`config.mk`:
```
export PLATFORM = sky130hd
export DESIGN_NAME = ps2_kbd_decoder_flat
export DESIGN_NICKNAME = d
export VERILOG_FILES = /design/src/rtl/ps2_kbd_pkg.sv /design/src/rtl/ps2_kbd_decoder_if.sv /design/src/rtl/ps2_scancode_map.sv /design/src/rtl/ps2_kbd_decoder.sv /design/src/flat_wrapper.sv
export SDC_FILE = /design/constraint.sdc
export NUM_CORES = 1
export LEC_CHECK = 0
export BUFFER_PORTS_ARGS = -buffer_cell sky130_fd_sc_hd__buf_4
export CORE_ASPECT_RATIO = 1.75
export CORE_MARGIN = 3
export CORE_UTILIZATION = 47
export DETAILED_ROUTE_END_ITERATION = 6
export HOLD_SLACK_MARGIN = 0.02
export SYNTH_ARGS = -nofsm -noshare
export SYNTH_HDL_FRONTEND = slang
export SYNTH_SLANG_ARGS = --single-unit
```
`constraint.sdc`:
```
create_clock -name clk -period 5.8 [get_ports clk]
set_clock_uncertainty 0.2 [all_clocks]
set_input_delay 1.74 -clock clk [delete_from_list [all_inputs] [get_ports clk]]
set_output_delay 1.74 -clock clk [all_outputs]
set_load 0.01 [all_outputs]
```
`src/rtl/ps2_kbd_pkg.sv`:
```
// rtl/ps2_kbd_pkg.sv - scancode/ASCII constants and emitter state for the PS/2 keyboard decoder
package ps2_kbd_pkg;

  localparam logic [7:0] SC_EXT    = 8'hE0;
  localparam logic [7:0] SC_BRK    = 8'hF0;
  localparam logic [7:0] SC_LSHIFT = 8'h12;
  localparam logic [7:0] SC_RSHIFT = 8'h59;
  localparam logic [7:0] SC_CTRL   = 8'h14;
  localparam logic [7:0] SC_CAPS   = 8'h58;
  localparam logic [7:0] SC_UP     = 8'h75;
  localparam logic [7:0] SC_DOWN   = 8'h72;
  localparam logic [7:0] SC_RIGHT  = 8'h74;
  localparam logic [7:0] SC_LEFT   = 8'h6B;
  localparam logic [7:0] SC_ENTER  = 8'h5A;
  localparam logic [7:0] SC_ESC    = 8'h76;
  localparam logic [7:0] SC_TAB    = 8'h0D;
  localparam logic [7:0] SC_BKSP   = 8'h66;
  localparam logic [7:0] SC_SPACE  = 8'h29;

  localparam logic [7:0] ASCII_ESC   = 8'h1B;
  localparam logic [7:0] ASCII_TAB   = 8'h09;
  localparam logic [7:0] ASCII_BS    = 8'h08;
  localparam logic [7:0] ASCII_CR    = 8'h0D;
  localparam logic [7:0] ASCII_SPACE = 8'h20;

  typedef enum logic [1:0] {IDLE, EMIT1, EMIT2} emit_state_t;

endpackage

```
`src/rtl/ps2_kbd_decoder_if.sv`:
```
// rtl/ps2_kbd_decoder_if.sv - decoded byte stream handshake between decoder and consumer
interface ps2_kbd_decoder_if;
  logic [7:0] data;
  logic       valid;
  logic       ready;

  modport master (output data, valid, input ready);
  modport slave  (input data, valid, output ready);
endinterface

```
`src/rtl/ps2_scancode_map.sv`:
```
// rtl/ps2_scancode_map.sv - combinational set-2 scancode to ASCII/VT52 translator (US layout)
module ps2_scancode_map
  import ps2_kbd_pkg::*;
(
  input  logic [7:0] scancode,
  input  logic       ext,
  input  logic       shift,
  input  logic       ctrl,
  input  logic       caps,
  output logic [1:0] count,
  output logic [7:0] byte1,
  output logic [7:0] byte2
);

  logic [7:0] lo;
  logic [7:0] hi;
  logic       letter;

  // Unshifted/shifted pair per key; lo of zero marks an unmapped code
  always_comb begin
    lo = 8'h00;
    hi = 8'h00;
    case (scancode)
      8'h1C: lo = "a";  8'h32: lo = "b";  8'h21: lo = "c";  8'h23: lo = "d";
      8'h24: lo = "e";  8'h2B: lo = "f";  8'h34: lo = "g";  8'h33: lo = "h";
      8'h43: lo = "i";  8'h3B: lo = "j";  8'h42: lo = "k";  8'h4B: lo = "l";
      8'h3A: lo = "m";  8'h31: lo = "n";  8'h44: lo = "o";  8'h4D: lo = "p";
      8'h15: lo = "q";  8'h2D: lo = "r";  8'h1B: lo = "s";  8'h2C: lo = "t";
      8'h3C: lo = "u";  8'h2A: lo = "v";  8'h1D: lo = "w";  8'h22: lo = "x";
      8'h35: lo = "y";  8'h1A: lo = "z";
      8'h45: {lo, hi} = "0)";
      8'h16: {lo, hi} = "1!";
      8'h1E: {lo, hi} = "2@";
      8'h26: {lo, hi} = "3#";
      8'h25: {lo, hi} = "4$";
      8'h2E: {lo, hi} = "5%";
      8'h36: {lo, hi} = "6^";
      8'h3D: {lo, hi} = "7&";
      8'h3E: {lo, hi} = "8*";
      8'h46: {lo, hi} = "9(";
      8'h0E: {lo, hi} = {8'h60, 8'h7E};
      8'h4E: {lo, hi} = "-_";
      8'h55: {lo, hi} = "=+";
      8'h54: {lo, hi} = "[{";
      8'h5B: {lo, hi} = "]}";
      8'h5D: {lo, hi} = "\\|";
      8'h4C: {lo, hi} = ";:";
      8'h52: {lo, hi} = "'\"";
      8'h41: {lo, hi} = ",<";
      8'h49: {lo, hi} = ".>";
      8'h4A: {lo, hi} = "/?";
      SC_ESC:   {lo, hi} = {ASCII_ESC, ASCII_ESC};
      SC_TAB:   {lo, hi} = {ASCII_TAB, ASCII_TAB};
      SC_BKSP:  {lo, hi} = {ASCII_BS, ASCII_BS};
      SC_ENTER: {lo, hi} = {ASCII_CR, ASCII_CR};
      SC_SPACE: {lo, hi} = {ASCII_SPACE, ASCII_SPACE};
      default: ;
    endcase
  end

  assign letter = (lo >= "a") && (lo <= "z");

  always_comb begin
    count = 2'd0;
    byte1 = 8'h00;
    byte2 = 8'h00;
    if (ext) begin
      case (scancode)
        SC_ENTER: begin count = 2'd1; byte1 = ASCII_CR; end
        SC_UP:    begin count = 2'd2; byte1 = ASCII_ESC; byte2 = "A"; end
        SC_DOWN:  begin count = 2'd2; byte1 = ASCII_ESC; byte2 = "B"; end
        SC_RIGHT: begin count = 2'd2; byte1 = ASCII_ESC; byte2 = "C"; end
        SC_LEFT:  begin count = 2'd2; byte1 = ASCII_ESC; byte2 = "D"; end
        default: ;
      endcase
    end else if (lo != 8'h00) begin
      count = 2'd1;
      if (letter) begin
        if (ctrl)
          byte1 = lo & 8'h1F;
        else if (shift ^ caps)
          byte1 = lo ^ 8'h20;
        else
          byte1 = lo;
      end else begin
        byte1 = shift ? hi : lo;
      end
    end
  end

endmodule

```
`src/rtl/ps2_kbd_decoder.sv`:
```
// rtl/ps2_kbd_decoder.sv - PS/2 keyboard receiver, modifier tracking, ASCII emitter and output FIFO
module ps2_kbd_decoder
  import ps2_kbd_pkg::*;
#(
  parameter int FIFO_DEPTH     = 8,
  parameter int FILTER_LEN     = 8,
  parameter int TIMEOUT_CYCLES = 50000
) (
  input  logic              clk,
  input  logic              reset,
  input  logic              ps2_clk,
  input  logic              ps2_data,
  ps2_kbd_decoder_if.master host,
  output logic              caps_lock,
  output logic              frame_err,
  output logic              overflow
);

  localparam int AW = $clog2(FIFO_DEPTH);
  localparam int FW = $clog2(FILTER_LEN + 1);
  localparam int TW = $clog2(TIMEOUT_CYCLES + 1);

  logic [1:0]    clk_sync, data_sync;
  logic          filt_clk, fall;
  logic [FW-1:0] filt_cnt;
  logic [3:0]    bit_cnt;
  logic [7:0]    sr;
  logic          par, rx_valid;
  logic [TW-1:0] timer;
  logic          ext, brk, lshift, rshift, lctrl, rctrl, caps_held;
  logic [1:0]    tr_cnt;
  logic [7:0]    tr_b1, tr_b2;
  emit_state_t   state, state_next;
  logic [7:0]    b1, b2, push_byte;
  logic          two, load, push, pop, ovf_next, key_event, full, room;
  logic [AW:0]   wptr, rptr, used, free;
  logic [7:0]    mem [FIFO_DEPTH];

  always_ff @(posedge clk) begin
    if (reset) begin
      clk_sync  <= 2'b11;
      data_sync <= 2'b11;
    end else begin
      clk_sync  <= {clk_sync[0], ps2_clk};
      data_sync <= {data_sync[0], ps2_data};
    end
  end

  // Filtered clock flips only after FILTER_LEN consecutive disagreeing samples
  always_ff @(posedge clk) begin
    if (reset) begin
      filt_clk <= 1'b1;
      filt_cnt <= '0;
      fall     <= 1'b0;
    end else begin
      fall <= 1'b0;
      if (clk_sync[1] == filt_clk) begin
        filt_cnt <= '0;
      end else if (filt_cnt == FW'(FILTER_LEN - 1)) begin
        filt_clk <= clk_sync[1];
        filt_cnt <= '0;
        fall     <= filt_clk;
      end else begin
        filt_cnt <= filt_cnt + FW'(1);
      end
    end
  end

  // Parity is only judged at the stop bit so a bad frame yields exactly one error
  always_ff @(posedge clk) begin
    if (reset) begin
      bit_cnt   <= '0;
      sr        <= '0;
      par       <= 1'b0;
      timer     <= '0;
      rx_valid  <= 1'b0;
      frame_err <= 1'b0;
    end else begin
      rx_valid  <= 1'b0;
      frame_err <= 1'b0;
      if (fall) begin
        timer <= '0;
        if (bit_cnt == 4'd0) begin
          if (data_sync[1]) begin
            frame_err <= 1'b1;
          end else begin
            bit_cnt <= 4'd1;
            par     <= 1'b0;
          end
        end else if (bit_cnt <= 4'd8) begin
          sr      <= {data_sync[1], sr[7:1]};
          par     <= par ^ data_sync[1];
          bit_cnt <= bit_cnt + 4'd1;
        end else if (bit_cnt == 4'd9) begin
          par     <= par ^ data_sync[1];
          bit_cnt <= 4'd10;
        end else begin
          bit_cnt <= 4'd0;
          if (data_sync[1] && par)
            rx_valid <= 1'b1;
          else
            frame_err <= 1'b1;
        end
      end else if (bit_cnt != 4'd0) begin
        if (timer == TW'(TIMEOUT_CYCLES - 1)) begin
          bit_cnt   <= 4'd0;
          timer     <= '0;
          frame_err <= 1'b1;
        end else begin
          timer <= timer + TW'(1);
        end
      end
    end
  end

  always_ff @(posedge clk) begin
    if (reset) begin
      ext       <= 1'b0;
      brk       <= 1'b0;
      lshift    <= 1'b0;
      rshift    <= 1'b0;
      lctrl     <= 1'b0;
      rctrl     <= 1'b0;
      caps_held <= 1'b0;
      caps_lock <= 1'b0;
    end else if (rx_valid) begin
      if (sr == SC_EXT) begin
        ext <= 1'b1;
      end else if (sr == SC_BRK) begin
        brk <= 1'b1;
      end else begin
        ext <= 1'b0;
        brk <= 1'b0;
        case (sr)
          SC_LSHIFT: lshift <= !brk;
          SC_RSHIFT: rshift <= !brk;
          SC_CTRL: begin
            if (ext) rctrl <= !brk;
            else     lctrl <= !brk;
          end
          SC_CAPS: begin
            if (brk) begin
              caps_held <= 1'b0;
            end else if (!caps_held) begin
              caps_lock <= !caps_lock;
              caps_held <= 1'b1;
            end
          end
          default: ;
        endcase
      end
    end
  end

  ps2_scancode_map u_map (
    .scancode (sr),
    .ext      (ext),
    .shift    (lshift | rshift),
    .ctrl     (lctrl | rctrl),
    .caps     (caps_lock),
    .count    (tr_cnt),
    .byte1    (tr_b1),
    .byte2    (tr_b2)
  );

  assign key_event = rx_valid && !brk && (sr != SC_EXT) && (sr != SC_BRK) && (tr_cnt != 2'd0);
  assign used      = wptr - rptr;
  assign free      = (AW + 1)'(FIFO_DEPTH) - used;
  assign full      = (wptr == {~rptr[AW], rptr[AW-1:0]});
  // Occupancy before any same-cycle pop decides; a whole sequence fits or nothing is queued
  assign room      = (tr_cnt == 2'd2) ? (free >= (AW + 1)'(2)) : !full;

  always_comb begin
    state_next = state;
    load       = 1'b0;
    push       = 1'b0;
    push_byte  = b1;
    ovf_next   = 1'b0;
    case (state)
      IDLE: begin
        if (key_event) begin
          if (room) begin
            load       = 1'b1;
            state_next = EMIT1;
          end else begin
            ovf_next = 1'b1;
          end
        end
      end
      EMIT1: begin
        push       = 1'b1;
        state_next = two ? EMIT2 : IDLE;
      end
      EMIT2: begin
        push       = 1'b1;
        push_byte  = b2;
        state_next = IDLE;
      end
      default: state_next = IDLE;
    endcase
  end

  always_ff @(posedge clk) begin
    if (reset) begin
      state    <= IDLE;
      overflow <= 1'b0;
      b1       <= '0;
      b2       <= '0;
      two      <= 1'b0;
    end else begin
      state    <= state_next;
      overflow <= ovf_next;
      if (load) begin
        b1  <= tr_b1;
        b2  <= tr_b2;
        two <= (tr_cnt == 2'd2);
      end
    end
  end

  assign pop = host.valid && host.ready;

  always_ff @(posedge clk) begin
    if (reset) begin
      wptr <= '0;
      rptr <= '0;
    end else begin
      if (push) wptr <= wptr + (AW + 1)'(1);
      if (pop)  rptr <= rptr + (AW + 1)'(1);
    end
  end

  always_ff @(posedge clk) begin
    if (push) mem[wptr[AW-1:0]] <= push_byte;
  end

  assign host.valid = (wptr != rptr);
  assign host.data  = host.valid ? mem[rptr[AW-1:0]] : 8'h00;

endmodule

```
`src/flat_wrapper.sv`:
```
// flat-port wrapper written by rule: the top's interface ports become plain ports
module ps2_kbd_decoder_flat import ps2_kbd_pkg::*;
#(
  parameter int FIFO_DEPTH     = 8,
  parameter int FILTER_LEN     = 8,
  parameter int TIMEOUT_CYCLES = 50000
)
  (clk, reset, ps2_clk, ps2_data, caps_lock, frame_err, overflow, host_data, host_valid, host_ready);
  ps2_kbd_decoder_if host_i ();
  input  logic clk;
  input  logic reset;
  input  logic ps2_clk;
  input  logic ps2_data;
  output logic caps_lock;
  output logic frame_err;
  output logic overflow;
  output wire logic [$bits(host_i.data)-1:0] host_data;
  output wire logic [$bits(host_i.valid)-1:0] host_valid;
  input wire logic [$bits(host_i.ready)-1:0] host_ready;
  assign host_data = host_i.data;
  assign host_valid = host_i.valid;
  assign host_i.ready = host_ready;
  ps2_kbd_decoder #(.FIFO_DEPTH(FIFO_DEPTH), .FILTER_LEN(FILTER_LEN), .TIMEOUT_CYCLES(TIMEOUT_CYCLES)) u_core (.clk(clk), .reset(reset), .ps2_clk(ps2_clk), .ps2_data(ps2_data), .host(host_i), .caps_lock(caps_lock), .frame_err(frame_err), .overflow(overflow));
endmodule
```
==> results.ini, run 1 <==
[outcome]
status=finished, final reports clean

[timing]
timing.fmax_ghz=0.237
period_needed_ns=4.22
slew_violations=0
finalHoldViolCount=0
rsz0062_at_grt=false
finalSetupViolCount=0
fin_setup_tns_ns=0
period_share_pct=72.8
worst_pin_slew_ns=1.16
slew_headroom_pct=22.4

[setup_path]
worstSetupPathType=flop to output pin
end_kind=output pin
ff2ff_path_depth=8
critPathSlowestCell=dfxtp_1
startpoint_type=flop
required_ns=3.86
critPathMaxStageDelay_ns=0.91
timing.rr.end=u_core.b2[0]
r2r-start=u_core.sr[4]
r2r_slack_ns=1.83
critPathMaxFanout=14
critical_path_arrival_ns=2.28
crit_chain=mux4_2, mux2i_1, nor2_1, buf_4

[placement]
gp_congestion=0.952
place.detailed.hpwl_um=12600
placement.io_buffers=15

[global_routing]
met1_usage_pct=21.9
grt_antenna_before_repair=0
gr-total-overflow=0
gr-usage-met3_pct=4.37
grt_usage_pct=21.7
grt-busiest-layer=met2
grt_pass1_wl_um=27400
grt_max_degree=55
use_met2_pct=42.2
grt_pass1_vias=5284

[synthesis]
syn-cell-area_mm2=0.00681
synth_edf_count=56
yosys_register_bits=131
synth.avg_cell_area_um2=9.89
ys_top_cells_by_area=edfxtp_1, dfxtp_1, nor2_1, mux4_2, a21oi_1
synth_common_cells=nor2_1, dfxtp_1, edfxtp_1, a21oi_1, nand2_1
syn_nets=709
yosys_most_used_dff=dfxtp_1
synth_area_leader_cell=edfxtp_1
yosysSeqAreaShare_pct=46.8
netlist.area_leader.share_pct=24.7
yosysUniqueCellTypes=74
synthCells=688
yosys_warnings=0
synthArstFlopShare_pct=0
yosysMostFrequentCell=nor2_1

[clocking]
cts_resized=0
clkLatencyLatePin_ns=0.42
cts_setup_buffers=0
cts_sinks=131
htreeDepth=4
clkSlewWorstSetupHoldPaths_ns=0.06
cts_root_buf=clkbuf_16
clock_path_buffers=2
cts_tree=built
cts_made_buffers=17
cts_hold_buf=0

[min_path]
hold_path_class=flop to flop
whs_endpoint=u_core.clk_sync[1]
hp-start=u_core.clk_sync[0]
min_path_cells=1

[pwr]
power_uw=2040
pwr_density_cell_mw_per_mm2=268
leakagePower_uw=0.00254
max-vdd-ir-drop_mv=0.171

[floorplan]
die_w_um=97.0
ios=17
dieArea_mm2=0.0160
fp.coreArea_mm2=0.0140
rows=57
die_h_um=165
start_util_pct=48.4

[drt]
wirelength_um=17000
vias_per_cell=5.99
wire_per_inst_um=19.4
firstDrtPassIters=6
route.vias.total=5253
drtIter0Drc=207
drc_errors=0
ant_nets=0

[run]
cap_violations=0

[finish]
layout-drive-gt1-share_pct=12.7
layout.nets=708
antenna_cells=0
area_growth_pct=11.5
fillers=1242

[metrics by stage]
stage / worst slack (ns) / area (um^2) / hold slack [ns] / utilization (%) / std cells
6_report: 1.58 / 7590 / 0.214 / 54.0 / 877
3_3_place_gp: 1.94 / 6990 / 0.193 / 49.8 / 845
5_1_grt: 1.32 / 7590 / 0.226 / 54.0 / 877
3_5_place_dp: 1.93 / 6990 / 0.198 / 49.8 / 845
4_1_cts: 1.49 / 7590 / 0.216 / 54.0 / 877
2_1_floorplan: 1.98 / 6810 / 0.189 / - / 688
[worst max path at each step]
stage                      start            to  slack (ns)
global placement    u_core.sr[4]  u_core.b1[3]        1.94
finish                      flop  host_data[1]        1.58
floorplan                   flop  host_data[3]        1.98
global route                flop  host_data[1]        1.32
CTS                         flop  host_data[1]        1.49
detailed placement  u_core.sr[4]  u_core.b2[0]        1.93
[power breakdown]
group	internal, uW	switching (uW)
clock	647	419
combinational	4.46	9.81
sequential	955	0.835
[critical path, delay by kind of cell (launching register included)]
| kind | cells | cell delay, ns |
|---|---|---|
| buf+inv | 1 | 0.16 |
| flops | 1 | 0.91 |
| mux | 2 | 0.73 |
| simple gates | 1 | 0.06 |
[final cells by class]
class | instances | area, um^2 | area share [%]
repair buffers | 24 | 180 | 2.38
inverters | 23 | 86.3 | 1.14
clock inverters | 11 | 114 | 1.50
flip-flops and latches | 131 | 3180 | 42.0
clock buffers | 21 | 482 | 6.35
multi-input cells | 490 | 3320 | 43.8
well taps | 177 | 221 | 2.92
[cells in the final DEF, fill, tap and decap left out, drive strengths merged, types with 14 or more instances in the layout]
cell type,count
nand2b,16
nand3,23
xnor2,15
inv,28
a21oi,45
mux2i,20
buf,24
mux4,14
o21ai,26
dfxtp,75
xor2,14
nand2,44
nor3,19
clkbuf,21
edfxtp,56
ha,15
nor2,95
[sequential cells by signal (all words and copies together) (netlist names), 2 cells and up, named ones only]
register and cells:
u_core.rptr 4, u_core.b1 7, u_core.sr 8, u_core.timer 16, u_core.mem 56, u_core.state 2
u_core.b2 4, u_core.bit_cnt 4, u_core.wptr 4, u_core.filt_cnt 4, u_core.data_sync 2, u_core.clk_sync 2
[logic make-up (layout without fill, tap and decap cells)]
group | after synthesis | after routing | share of synthesized area (%)
buf+inv | 67 | 79 | 4.45
other cells | 1 | 1 | 0.0551
xor+xnor | 29 | 29 | 3.73
mux | 38 | 38 | 8.24
fa+ha+maj | 16 | 16 | 3.05
compound gates | 128 | 128 | 12.0
simple gates | 278 | 278 | 21.8
flops | 131 | 131 | 46.8
[metal layers]
| layer | up-vias | share of wire (%) |
|---|---|---|
| met2 | 143 | 56 |
| li1 | 2521 | - |
| met1 | 2544 | 36 |
| met5 | - | 0 |
| met4 | 0 | 3.9 |
| met3 | 45 | 3.3 |
No activity file was read; power rests on OpenSTA's default activity.
==> run 2, diff against run 1 <==
==> constraint.sdc (replaced) <==
create_clock -name clk -period 4.4 [get_ports clk]
set_clock_uncertainty 0.2 [all_clocks]
set_input_delay 1.32 -clock clk [delete_from_list [all_inputs] [get_ports clk]]
set_output_delay 1.32 -clock clk [all_outputs]
set_load 0.01 [all_outputs]
==> run 2 against run 1 <==
Compared with the run above: total power is 32% higher; critical endpoint is now u_core.b1[3]; design area is 0.69% higher; register-to-register slack worse by 1.2 ns; sequential power is 32% higher; largest cell class unchanged; via count is 2.0% higher; sequential cell count stayed put; non-clock buffer count is 8 higher; setup slack worse by 0.95 ns.
==> results.ini, run 2 (synthesis results as in run 1) <==
[outcome]
status=finished, final reports clean

[global_routing]
gr-total-overflow=0
grt_pass1_vias=5318
grt_pass1_wl_um=28400
grt_max_degree=55
grt_antenna_before_repair=0
grt_usage_pct=22.9

[timing]
period_share_pct=85.7
slew_headroom_pct=18.7
worst_pin_slew_ns=1.20
finalSetupViolCount=0
rsz0062_at_grt=false
slew_violations=0
fin_setup_tns_ns=0
period_needed_ns=3.77
finalHoldViolCount=0
timing.fmax_ghz=0.265

[drt]
drc_errors=0
vias_per_cell=6.05
wire_per_inst_um=20.4
firstDrtPassIters=4
ant_nets=0
drtIter0Drc=258
wirelength_um=18000
route.vias.total=5358

[clocking]
cts_hold_buf=0
cts_root_buf=clkbuf_16
cts_sinks=131
cts_setup_buffers=0
cts_resized=0
cts_made_buffers=17
clock_path_buffers=2
cts_tree=built
clkLatencyLatePin_ns=0.41
clkSlewWorstSetupHoldPaths_ns=0.06
htreeDepth=4

[setup_path]
worstSetupPathType=flop to flop
end_kind=flop
critical_path_arrival_ns=3.87
crit_chain=buf_4, nor4bb_1, a22oi_1, o21ai_1, a2111o_1, or4_4, and2_1, o2111ai_1, o21a_1
critPathMaxFanout=17
critPathSlowestCell=nor4bb_1
critPathMaxStageDelay_ns=0.97
r2r-start=u_core.sr[2]
required_ns=4.50
startpoint_type=flop
cp-startpoint=u_core.sr[2]

[finish]
layout_common_cells=nor2_1, dfxtp_1, edfxtp_1
multi_input_area_mm2=0.00332
mostFrequentLayoutCell=nor2_1
antenna_cells=0
layout.nets=716
seq_area_mm2=0.00318
fillers=1253
layout-drive-gt1-share_pct=13.8
fin_area_mm2=0.00764
largest_register_ffs=56
area_growth_pct=12.2

[floorplan]
die_h_um=165
die_w_um=97.0
start_util_pct=48.4
ios=17
dieArea_mm2=0.0160
fp.coreArea_mm2=0.0140
rows=57

[pwr]
leakagePower_uw=0.00258
max-vdd-ir-drop_mv=0.265
pwr_density_cell_mw_per_mm2=352

[run]
cap_violations=0

[placement]
placement.io_buffers=15
gp_congestion=0.948
dpl_cell_area_mm2=0.00705
place.detailed.hpwl_um=13400

[min_path]
hp-start=u_core.clk_sync[0]
hold_path_class=flop to flop

-- run 2: cell types whose count changed in the layout (fill, tap and decap cells not counted), sizes merged --
cell      change
clkbuf        -4
clkinv        -3
buf           +8
inv           +6
clkinvlp      +1
-- run 2: layout make-up --
class | count | area share, %
Clock buffer | 17 | 5.57
Sequential cell | 131 | 41.7
Clock inverter | 15 | 2.13
Multi-Input combinational cell | 490 | 43.5
Inverter | 23 | 1.13
Timing Repair Buffer | 32 | 3.14
Tap cell | 177 | 2.90
-- run 2: power breakdown --
part | switching (uW) | internal, uW
Clock | 606 | 808
Combinational | 12.5 | 5.84
Sequential | 1.01 | 1260
-- run 2: worst paths after layout --
kind	end	slack, ns	cells after the start
max	u_core.b1[3]	0.63	9
min	u_core.clk_sync[1]	0.22	1
max reg2reg	u_core.b1[3]	0.63	9
min reg2reg	u_core.clk_sync[1]	0.22	1
-- run 2: stage by stage --
step                      worst slack (ns)  hold WS, ns  util, %  total power [uW]  std cells
after floorplan                      0.998        0.189        -              1300        688
after CTS                            0.796        0.220     54.4              2720        885
after detailed placement             0.812        0.199     50.2              1300        853
after global routing                 0.421        0.234     54.4              2770        885
final                                0.629        0.219     54.4              2690        885
after global placement               0.787        0.197     50.2              1300        853
-- run 2: worst max-delay path, delay by kind of cell (launching register included) --
family	cells	cell delay, ns
AND/OR/NAND/NOR	3	1.47
buffers and inverters	1	0.30
flip-flops	1	0.60
AO/OA/AOI/OAI	5	1.08
-- run 2: routing by layer --
metal	GRT usage, %	vias up	share of wire, %
li1	-	2538	-
met1	23.0	2572	35
met2	44.0	184	56
met3	3.53	64	4.0
met4	14.1	0	5.5
met5	0	-	0
